==> src/rtl/cpu_pkg.sv <==
// Shared definitions for the 8-bit CPU: opcodes, accumulator load selects,
// ALU operations, sequencer states and the decoded-instruction bundle.
package cpu_pkg;

    localparam logic [3:0] OP_NOP = 4'h0;
    localparam logic [3:0] OP_LDA = 4'h1;
    localparam logic [3:0] OP_STA = 4'h2;
    localparam logic [3:0] OP_ADD = 4'h3;
    localparam logic [3:0] OP_SUB = 4'h4;
    localparam logic [3:0] OP_AND = 4'h5;
    localparam logic [3:0] OP_OR  = 4'h6;
    localparam logic [3:0] OP_XOR = 4'h7;
    localparam logic [3:0] OP_NOT = 4'h8;
    localparam logic [3:0] OP_JMP = 4'h9;
    localparam logic [3:0] OP_JZ  = 4'hA;
    localparam logic [3:0] OP_HLT = 4'hF;

    localparam logic [1:0] AC_HOLD = 2'd0;
    localparam logic [1:0] AC_ALU  = 2'd1;
    localparam logic [1:0] AC_FILE = 2'd2;

    localparam logic [2:0] ALU_ADD = 3'd0;
    localparam logic [2:0] ALU_SUB = 3'd1;
    localparam logic [2:0] ALU_AND = 3'd2;
    localparam logic [2:0] ALU_OR  = 3'd3;
    localparam logic [2:0] ALU_XOR = 3'd4;
    localparam logic [2:0] ALU_NOT = 3'd5;

    typedef enum logic [1:0] {
        S_FETCH  = 2'd0,
        S_DECODE = 2'd1,
        S_EXEC   = 2'd2,
        S_HALT   = 2'd3
    } state_t;

    typedef struct packed {
        logic [1:0] ac_sel;
        logic [2:0] alu_op;
        logic       we;
        logic       jmp;
        logic       jz;
        logic       hlt;
    } dec_t;

endpackage

==> src/rtl/cpu_controller_if.sv <==
// Sequencer bus: run/ROM/flag inputs and the strobes and addresses it drives.
interface cpu_controller_if #(
    parameter int IW = 8,
    parameter int AW = 4
);
    logic          run;
    logic [IW-1:0] rom_data;
    logic          ac_zero;
    logic [AW-1:0] rom_addr;
    logic [AW-1:0] pc;
    logic [AW-1:0] file_addr;
    logic          file_we;
    logic [1:0]    ac_en;
    logic [2:0]    alu_op;
    logic          halted;

    modport master (
        input  run, rom_data, ac_zero,
        output rom_addr, pc, file_addr, file_we, ac_en, alu_op, halted
    );

    modport slave (
        output run, rom_data, ac_zero,
        input  rom_addr, pc, file_addr, file_we, ac_en, alu_op, halted
    );
endinterface

==> src/rtl/cpu_controller_instr_decoder.sv <==
// Combinational opcode decoder; undefined opcodes B-E fall through as NOP.
module instr_decoder
    import cpu_pkg::*;
(
    input  logic [3:0] opcode,
    output dec_t       dec
);

    always_comb begin
        dec        = '0;
        dec.ac_sel = AC_HOLD;
        dec.alu_op = ALU_ADD;
        case (opcode)
            OP_LDA: dec.ac_sel = AC_FILE;
            OP_STA: dec.we     = 1'b1;
            OP_ADD: begin dec.ac_sel = AC_ALU; dec.alu_op = ALU_ADD; end
            OP_SUB: begin dec.ac_sel = AC_ALU; dec.alu_op = ALU_SUB; end
            OP_AND: begin dec.ac_sel = AC_ALU; dec.alu_op = ALU_AND; end
            OP_OR:  begin dec.ac_sel = AC_ALU; dec.alu_op = ALU_OR;  end
            OP_XOR: begin dec.ac_sel = AC_ALU; dec.alu_op = ALU_XOR; end
            OP_NOT: begin dec.ac_sel = AC_ALU; dec.alu_op = ALU_NOT; end
            OP_JMP: dec.jmp = 1'b1;
            OP_JZ:  dec.jz  = 1'b1;
            OP_HLT: dec.hlt = 1'b1;
            default: ;
        endcase
    end

endmodule

==> src/rtl/cpu_controller.sv <==
// Fetch/decode/execute sequencer: owns pc and ir, registers file_addr/alu_op
// in DECODE and fires the accumulator/file strobes for the single EXEC cycle.
module cpu_controller
    import cpu_pkg::*;
#(
    parameter int IW = 8,
    parameter int AW = 4
) (
    input  logic             clk,
    input  logic             rst,
    cpu_controller_if.master bus
);

    state_t        state, state_nxt;
    logic [AW-1:0] pc, pc_nxt;
    logic [IW-1:0] ir, ir_nxt;
    logic [AW-1:0] file_addr;
    logic [2:0]    alu_op;
    logic          file_we;
    logic [1:0]    ac_en;
    dec_t          dec;

    instr_decoder u_dec (
        .opcode (ir[IW-1 -: 4]),
        .dec    (dec)
    );

    always_comb begin
        state_nxt = state;
        pc_nxt    = pc;
        ir_nxt    = ir;
        file_we   = 1'b0;
        ac_en     = AC_HOLD;
        case (state)
            S_FETCH: begin
                if (bus.run) begin
                    ir_nxt    = bus.rom_data;
                    pc_nxt    = pc + 1'b1;
                    state_nxt = S_DECODE;
                end
            end
            S_DECODE: state_nxt = S_EXEC;
            S_EXEC: begin
                ac_en   = dec.ac_sel;
                file_we = dec.we;
                // pc already holds the incremented (wrapped) value; a taken jump overrides it
                if (dec.jmp || (dec.jz && bus.ac_zero))
                    pc_nxt = ir[AW-1:0];
                state_nxt = dec.hlt ? S_HALT : S_FETCH;
            end
            S_HALT: ;
            default: state_nxt = S_FETCH;
        endcase
    end

    always_ff @(posedge clk or negedge rst) begin
        if (!rst) begin
            state     <= S_FETCH;
            pc        <= '0;
            ir        <= '0;
            file_addr <= '0;
            alu_op    <= ALU_ADD;
        end else begin
            state <= state_nxt;
            pc    <= pc_nxt;
            ir    <= ir_nxt;
            if (state == S_DECODE) begin
                file_addr <= ir[AW-1:0];
                alu_op    <= dec.alu_op;
            end
        end
    end

    assign bus.rom_addr  = pc;
    assign bus.pc        = pc;
    assign bus.file_addr = file_addr;
    assign bus.file_we   = file_we;
    assign bus.ac_en     = ac_en;
    assign bus.alu_op    = alu_op;
    assign bus.halted    = (state == S_HALT);

endmodule

==> src/flat_wrapper.sv <==
// flat-port wrapper written by rule: the top's interface ports become plain ports
module cpu_controller_flat import cpu_pkg::*;
#(
    parameter int IW = 8,
    parameter int AW = 4
)
  (clk, rst, bus_run, bus_rom_data, bus_ac_zero, bus_rom_addr, bus_pc, bus_file_addr, bus_file_we, bus_ac_en, bus_alu_op, bus_halted);
  cpu_controller_if #(.IW(IW), .AW(AW)) bus_i ();
  input  logic clk;
  input  logic rst;
  input wire logic [$bits(bus_i.run)-1:0] bus_run;
  input wire logic [$bits(bus_i.rom_data)-1:0] bus_rom_data;
  input wire logic [$bits(bus_i.ac_zero)-1:0] bus_ac_zero;
  output wire logic [$bits(bus_i.rom_addr)-1:0] bus_rom_addr;
  output wire logic [$bits(bus_i.pc)-1:0] bus_pc;
  output wire logic [$bits(bus_i.file_addr)-1:0] bus_file_addr;
  output wire logic [$bits(bus_i.file_we)-1:0] bus_file_we;
  output wire logic [$bits(bus_i.ac_en)-1:0] bus_ac_en;
  output wire logic [$bits(bus_i.alu_op)-1:0] bus_alu_op;
  output wire logic [$bits(bus_i.halted)-1:0] bus_halted;
  assign bus_i.run = bus_run;
  assign bus_i.rom_data = bus_rom_data;
  assign bus_i.ac_zero = bus_ac_zero;
  assign bus_rom_addr = bus_i.rom_addr;
  assign bus_pc = bus_i.pc;
  assign bus_file_addr = bus_i.file_addr;
  assign bus_file_we = bus_i.file_we;
  assign bus_ac_en = bus_i.ac_en;
  assign bus_alu_op = bus_i.alu_op;
  assign bus_halted = bus_i.halted;
  cpu_controller #(.IW(IW), .AW(AW)) u_core (.clk(clk), .rst(rst), .bus(bus_i));
endmodule
==> config.mk <==
export PLATFORM = sky130hd
export DESIGN_NAME = cpu_controller_flat
export DESIGN_NICKNAME = d
export VERILOG_FILES = /design/src/rtl/cpu_pkg.sv /design/src/rtl/cpu_controller_if.sv /design/src/rtl/cpu_controller_instr_decoder.sv /design/src/rtl/cpu_controller.sv /design/src/flat_wrapper.sv
export SDC_FILE = /design/constraint.sdc
export NUM_CORES = 1
export LEC_CHECK = 0
export BUFFER_PORTS_ARGS = -buffer_cell sky130_fd_sc_hd__buf_2
export CAP_MARGIN = 0
export CORE_MARGIN = 1
export CORE_UTILIZATION = 46
export DETAILED_ROUTE_END_ITERATION = 8
export PLACE_DENSITY = 0.75
export SYNTH_ARGS = -nofsm -noshare
export SYNTH_HDL_FRONTEND = slang
export SYNTH_HIERARCHICAL = 1
export SYNTH_SLANG_ARGS = --single-unit
export TNS_END_PERCENT = 30
==> constraint.sdc <==
create_clock -name clk -period 1.6 [get_ports clk]
set_clock_uncertainty 0.05 [all_clocks]
set_input_delay 0.24 -clock clk [delete_from_list [all_inputs] [get_ports clk]]
set_output_delay 0.24 -clock clk [all_outputs]
set_load 0.02 [all_outputs]
==> results of run 1 <==
==> critical path, delay by kind of cell, from the launching register on <==
kind / cells / cell delay, ps
compound gates: 1 / 80
buf+inv: 1 / 120
flops: 1 / 420
simple gates: 2 / 670
==> final cells by class <==
type,count,area share [%]
flip-flops and latches,21,35.2
inverters,4,1.01
well taps,28,2.35
repair buffers,44,20.1
multi-input cells,70,39.6
clock buffers,4,1.76
==> cells by family (layout without fill, tap and decap cells) <==
logic type,count (synthesis),in the layout,share of synthesized area [%]
AND/OR/NAND/NOR,33,33,16.3
flip-flops,21,21,46.3
multiplexers,18,18,17.5
AO/OA/AOI/OAI,14,14,8.92
buffers and inverters,11,52,5.51
adder cells (fa/ha/maj),5,5,5.51
==> metrics by stage <==
| step | instance area [um2] | power, mW | TNS, ps |
|---|---|---|---|
| CTS | 1480 | 3.09 | -639 |
| finish | 1490 | 3.16 | -812 |
| detailed placement | 1360 | 2.69 | 0 |
| global placement | 1360 | 2.64 | 0 |
| global route | 1490 | 3.40 | -1320 |
| floorplan | 1140 | 2.15 | 0 |
==> state kept, by name (all words and copies together), names as in the netlist <==
| signal | flops |
|---|---|
| u_core/bus.alu_op | 3 |
| u_core/bus.file_addr | 4 |
| u_core/bus.pc | 4 |
| u_core/state | 2 |
| u_core/ir | 8 |
==> cells in the final DEF, fill, tap and decap left out, types with 2 or more instances in the layout <==
master / synthesis / routed
sky130_fd_sc_hd__and2_1: 3 / 3
sky130_fd_sc_hd__ha_1: 5 / 3
sky130_fd_sc_hd__buf_2: 2 / 27
sky130_fd_sc_hd__nand2_1: 5 / 5
sky130_fd_sc_hd__mux2_2: 15 / 15
sky130_fd_sc_hd__o21ai_0: 4 / 2
sky130_fd_sc_hd__clkbuf_4: 0 / 3
sky130_fd_sc_hd__dfrtp_1: 21 / 21
sky130_fd_sc_hd__buf_4: 5 / 9
sky130_fd_sc_hd__nand2b_1: 4 / 3
sky130_fd_sc_hd__buf_6: 0 / 6
sky130_fd_sc_hd__nor2_1: 7 / 7
sky130_fd_sc_hd__a21oi_1: 6 / 6
sky130_fd_sc_hd__nand3_1: 4 / 4
sky130_fd_sc_hd__inv_1: 4 / 4
sky130_fd_sc_hd__mux2i_1: 3 / 3
sky130_fd_sc_hd__nor3_2: 0 / 2
==> routing by layer <==
layer  vias up  wire length [um]  GRT usage (%)
met2        16              1270           34.8
li1        438                 -              -
met3         2                68           3.80
met1       411              1020           24.6
met4         0                16           6.31
met5         -                 0              0
==> timing repair <==
action	CTS	global route
hold buffers	1	0
endpoints found under the hold margin	21	0
endpoints found under the setup margin	7	9
setup buffers	2	1
resized for setup	17	2
pin swaps	2	4
==> power groups by stage <==
| stage | clock network (mW) | logic [mW] | registers (mW) |
|---|---|---|---|
| after global routing | 0.281 | 2.10 | 1.02 |
| after global placement | 0 | 1.65 | 0.995 |
| after detailed placement | 0 | 1.68 | 1.01 |
| final | 0.251 | 1.92 | 0.991 |
| after floorplan | 0 | 1.00 | 1.14 |
| after CTS | 0.260 | 1.84 | 0.990 |
==> final timing paths <==
| check | from | slack (ps) | cells past startpoint | to |
|---|---|---|---|---|
| hold reg to reg | u_core/bus.file_addr[0] | 470 | 1 | u_core/bus.file_addr[0] |
| max in group asynchronous | rst | 820 | 2 | u_core/state[0] |
| hold / removal | bus_rom_data[6] | 120 | 2 | u_core/ir[6] |
| setup / recovery | u_core/ir[4] | -280 | 4 | bus_ac_en[0] |
| setup reg to reg | u_core/ir[4] | -50 | 7 | u_core/bus.pc[3] |
| min in group asynchronous | rst | 360 | 2 | u_core/bus.alu_op[0] |
==> impl_metrics.tcl, run 1 <==
set metrics [dict create \
    synth.ff_latch_count 21 \
    die_ar_mm2 0.00267 \
    synth-edff-count 0 \
    grt_pass1_vias 864 \
    ir_drop_worst_vdd_uv 1180 \
    part_of_the_total_power_dissipated_in_combinational_logic_pct 60.7 \
    diodes 0 \
    grt_max_degree 22 \
    post_synthesis_cells 102 \
    total_leakage_power_nw 0.690 \
    clkSinkCount 21 \
    finalWorstSetupSlack_ps -277 \
    antenna_left 0 \
    endpoint_kind "output port" \
    fp.coreArea_mm2 0.00228 \
    classification_of_the_worst_slack_hold_path "primary input to flop" \
    grt_first_pass_wirelength_mm 3.83 \
    first_iter_violations 7 \
    final-setup-viol-count 7 \
    worst_setup_path_class "flop to output port" \
    util_after_layout_pct 65.6 \
    finalWirelength_mm 2.37 \
    synth_top_area_share_pct 46.3 \
    hold_slack_ps 117 \
    grt_antenna_before_repair 0 \
    rsz0062_at_grt "true" \
    area_growth_pct 31.5 \
    failed_checks "setup timing" \
    required_ps 1310 \
    relative_slew_margins_pct 69.1 \
    power_switching_share_pct 41.8 \
    slowest_stage_cell_cp "sky130_fd_sc_hd__or4b_1" \
    drc_errors 0 \
    overall_overflow_remaining_after_global_route 0 \
    synth_ff_type "sky130_fd_sc_hd__dfrtp_1" \
    layout-drive-gt1-share_pct 49.0 \
    net_count_of_the_mapped_netlist 119 \
    fillCellCount 177 \
    clock_tree_from_tritoncts "built" \
    pwr-share-seq_pct 31.3 \
    drt_pass1_iterations 4 \
    synthArstFlopShare_pct 100 \
    track_usage_pct 20.0 \
    final_cells 171 \
    cts-htree-levels 1 \
    synth.largest_area_cell "sky130_fd_sc_hd__dfrtp_1" \
    synthDistinctLibCells 26 \
    critical-path-max-stage-delay_ps 520 \
    via_density_per_instance 5.07 \
    sequential_cell_area_um2 526 \
    count_of_max_cap_constraint_violations 0 \
    numPortBuffers 30 \
    floorplan.die.height_um 51.7 \
    internal_power_mw 1.84 \
    final_hold_violation_count 0 \
    footprint_of_the_multi_input_gates_um2 592 \
    clkSlewWorstSetupHoldPaths_ps 120 \
    p_sw_mw 1.32 \
    cts_buffer_depth 2 \
    worst_skew_pair.late_latency_ps 300 \
    dp.cells 163 \
    part_of_the_total_power_dissipated_in_the_clock_network_pct 7.9 \
    num_rows 17 \
    synth_sequential_area_ratio_pct 46.3 \
    finalMaxSlewViolations 0 \
    cp_cell_sequence "or4b_1 > o21ai_1 > and2_1 > buf_6" \
    floorplan.initialDensity_pct 49.9 \
    top_area_cells_in_the_synthesized_netlist "sky130_fd_sc_hd__dfrtp_1 (46%), sky130_fd_sc_hd__mux2_2 (15%), sky130_fd_sc_hd__ha_1 (5.5%)" \
    outcome "complete, but fails checks" \
    post-route-min-period_ps 1880 \
    chipWidth_um 51.7 \
    nets 161 \
    cts_inserted_buffers 3 \
    dr_total_vias 867 \
    yosysWarnings 6 \
    pre_cts_slack_ps 8.34 \
    avgRoutedWirePerCell_um 13.9 \
    crit_path_start_kind "flop" \
    period_share_pct 117 \
    gp_routability_congestion 0.754 \
    cp.arrival_ps 1590 \
    power.density_mw_per_mm2 2120 \
    cts-root-buf "sky130_fd_sc_hd__clkbuf_4" \
    synth_most_common_cell "sky130_fd_sc_hd__dfrtp_1" \
    mean_area_per_synthesized_cell_um2 11.1 \
    hpwl_mm 1.69 \
    boundaryPins 31 \
    crit_path_max_fanout 3 \
    tightestPinTransition_ps 463 \
    post_synth_most_frequent_cells "sky130_fd_sc_hd__dfrtp_1 (21), sky130_fd_sc_hd__mux2_2 (15), sky130_fd_sc_hd__nor2_1 (7), sky130_fd_sc_hd__a21oi_1 (6)" \
    syn_area_mm2 0.00114 \
    fmax_mhz 533 \
]
Power figures use the tool's default switching activity.
==> run 2: changes to the inputs <==
--- a/config.mk
+++ b/config.mk
@@ -8,9 +8,9 @@
 export BUFFER_PORTS_ARGS = -buffer_cell sky130_fd_sc_hd__buf_2
 export CAP_MARGIN = 0
 export CORE_MARGIN = 1
-export CORE_UTILIZATION = 46
+export CORE_UTILIZATION = 47
 export DETAILED_ROUTE_END_ITERATION = 8
-export PLACE_DENSITY = 0.75
+export PLACE_DENSITY = 0.74
 export SYNTH_ARGS = -nofsm -noshare
 export SYNTH_HDL_FRONTEND = slang
 export SYNTH_HIERARCHICAL = 1
==> constraint.sdc (replaced) <==
create_clock -name clk -period 1.93 [get_ports clk]
set_clock_uncertainty 0.05 [all_clocks]
set_input_delay 0.2895 -clock clk [delete_from_list [all_inputs] [get_ports clk]]
set_output_delay 0.2895 -clock clk [all_outputs]
set_load 0.02 [all_outputs]
==> run 2 against run 1 <==
Effect of this change: the run now ends clean; clock-buffer cell count unchanged; register-to-register slack improved by 230 ps; hold slack improved by 55 ps; utilization decreased by 4.2 points; wire length decreased by 10%; cell area decreased by 7.3%; sequential cell count unchanged; first-iteration DRC count increased by 140%; non-clock buffer count decreased by 7; die area decreased by 2.0%; worst setup slack improved by 300 ps; critical endpoint unchanged.
==> impl_metrics.tcl, run 2 (synthesis gave the netlist of run 1 again) <==
set metrics [dict create \
    largest_register_ffs 8 \
    clkSinkCount 21 \
    ir_drop_worst_vdd_uv 944 \
    die_ar_mm2 0.00262 \
    relative_slew_margins_pct 68.9 \
    drc_errors 0 \
    nets 154 \
    required_ps 1590 \
    pwr-share-seq_pct 35.0 \
    cts_buffer_depth 2 \
    clock_tree_from_tritoncts "built" \
    fp.coreArea_mm2 0.00225 \
    worst-r2r-cell-count 6 \
    grt_first_pass_wirelength_mm 3.50 \
    internal_power_mw 1.37 \
    top_regs "u_core/ir: 8 flops, u_core/bus.file_addr: 4 flops, u_core/bus.pc: 4 flops" \
    dr_total_vias 839 \
    antenna_left 0 \
    grt_max_degree 22 \
    crit_path_start_kind "flop" \
    track_usage_pct 18.5 \
    chipWidth_um 51.2 \
    power.density_mw_per_mm2 1720 \
    max_flop_register "u_core/ir" \
    reg2reg_setup_slack_ps 180 \
    final_design_area_no_fill_mm2 0.00139 \
    layout-drive-gt1-share_pct 45.6 \
    final_cells 164 \
    layout.cells.most_common_list "sky130_fd_sc_hd__buf_2 (29), sky130_fd_sc_hd__dfrtp_1 (18), sky130_fd_sc_hd__mux2_2 (15), sky130_fd_sc_hd__nor2_1 (7), sky130_fd_sc_hd__a21oi_1 (6)" \
    avgRoutedWirePerCell_um 13.0 \
    numPortBuffers 30 \
    worst_setup_path_endpoint "bus_ac_en[0]" \
    rr_endpoint "u_core/bus.pc[3]" \
    cp_launch_point "u_core/ir[5]" \
    period_share_pct 98.8 \
    area_growth_pct 21.9 \
    clkSlewWorstSetupHoldPaths_ps 110 \
    hpwl_mm 1.54 \
    crit_path_max_fanout 5 \
    min_path_cells 2 \
    gp_routability_congestion 0.836 \
    floorplan.die.height_um 51.2 \
    cp.arrival_ps 1570 \
    count_of_max_cap_constraint_violations 0 \
    outcome "completed" \
    rsz0062_at_grt "true" \
    footprint_of_the_multi_input_gates_um2 564 \
    p_sw_mw 1.02 \
    final-setup-viol-count 0 \
    grt_pass1_vias 754 \
    floorplan.initialDensity_pct 50.4 \
    cts-root-buf "sky130_fd_sc_hd__clkbuf_4" \
    first_iter_violations 17 \
    fillCellCount 204 \
    power_switching_share_pct 42.6 \
    rr_startpoint "u_core/state[0]" \
    sequential_cell_area_um2 529 \
    via_density_per_instance 5.12 \
    tns_ps 0 \
    num_rows 17 \
    final_hold_violation_count 0 \
    finalMaxSlewViolations 0 \
    part_of_the_total_power_dissipated_in_the_clock_network_pct 8.6 \
    most_common_cell_after_layout_fill_and_taps_aside "sky130_fd_sc_hd__buf_2" \
    placedInstanceArea_mm2 0.00128 \
    endpoint_kind "output port" \
    grt_antenna_before_repair 0 \
    boundaryPins 31 \
    cts_inserted_buffers 3 \
    fmax_mhz 524 \
    finalWirelength_mm 2.13 \
    dp.cells 154 \
    worst_skew_pair.late_latency_ps 290 \
    worst_setup_path_class "flop to output port" \
    tightestPinTransition_ps 466 \
    drt_pass1_iterations 3 \
    classification_of_the_worst_slack_hold_path "primary input to flop" \
    post-route-min-period_ps 1910 \
    hold_start "bus_rom_data[1]" \
    total_leakage_power_nw 0.639 \
    part_of_the_total_power_dissipated_in_combinational_logic_pct 56.4 \
    overall_overflow_remaining_after_global_route 0 \
    diodes 0 \
    cts-htree-levels 1 \
]
-- run 2: cell types whose count changed in the layout (fill, tap and decap cells not counted), sizes merged --
cell | before | now
buf | 43 | 36
-- run 2: critical path, stage by stage (launching register included) --
cell and delay [ps]:
sky130_fd_sc_hd__dfrtp_2 460, sky130_fd_sc_hd__or4b_4 490, sky130_fd_sc_hd__o21ai_1 80, sky130_fd_sc_hd__and2_1 140, sky130_fd_sc_hd__buf_6 120
-- run 2: worst min-delay path by stage --
stage               slack (ps)              endpoint
finish                     170          u_core/ir[1]
CTS                        170          u_core/ir[7]
global route               160          u_core/ir[5]
global placement           220          u_core/ir[6]
floorplan                  -60  u_core/bus.alu_op[0]
detailed placement         220          u_core/ir[5]
-- run 2: repair_timing --
action	4_1_cts	5_1_grt
endpoints found under the hold margin	21	0
hold buffers	1	0
pin swaps	0	2
gates resized for setup	4	6
setup endpoints to repair	3	3
buffers inserted	2	3
cloned	0	0
-- run 2: stage by stage --
step	power (mW)	hold slack (ps)	utilization [%]	setup slack (ps)
after floorplan	1.78	-56.1	-	337
after global placement	2.01	220	56.8	247
after detailed placement	2.06	224	56.8	230
after CTS	2.31	168	59.4	-6.66
after global routing	2.58	157	61.4	-46.4
final	2.39	172	61.4	22.8
-- run 2: routing by layer --
layer / up-vias / global-route usage [%] / share of wire [%]
met2: 14 / 30.3 / 50
met3: 2 / 3.57 / 3.0
met4: 0 / 5.56 / 0.66
met5: - / 0 / 0
li1: 421 / - / -
met1: 402 / 24.7 / 46
-- run 2: final cells by class --
class	count	area share [%]
multi-input cells	70	40.7
flip-flops and latches	21	38.2
repair buffers	37	15.5
well taps	28	2.53
clock buffers	4	1.90
inverters	4	1.08
-- run 2: power by group through the flow --
stage / logic [mW] / registers, mW / clock network [mW]
2_1_floorplan: 0.831 / 0.949 / 0
3_3_place_gp: 1.16 / 0.855 / 0
3_5_place_dp: 1.19 / 0.875 / 0
4_1_cts: 1.26 / 0.842 / 0.210
5_1_grt: 1.48 / 0.865 / 0.234
6_report: 1.34 / 0.836 / 0.204
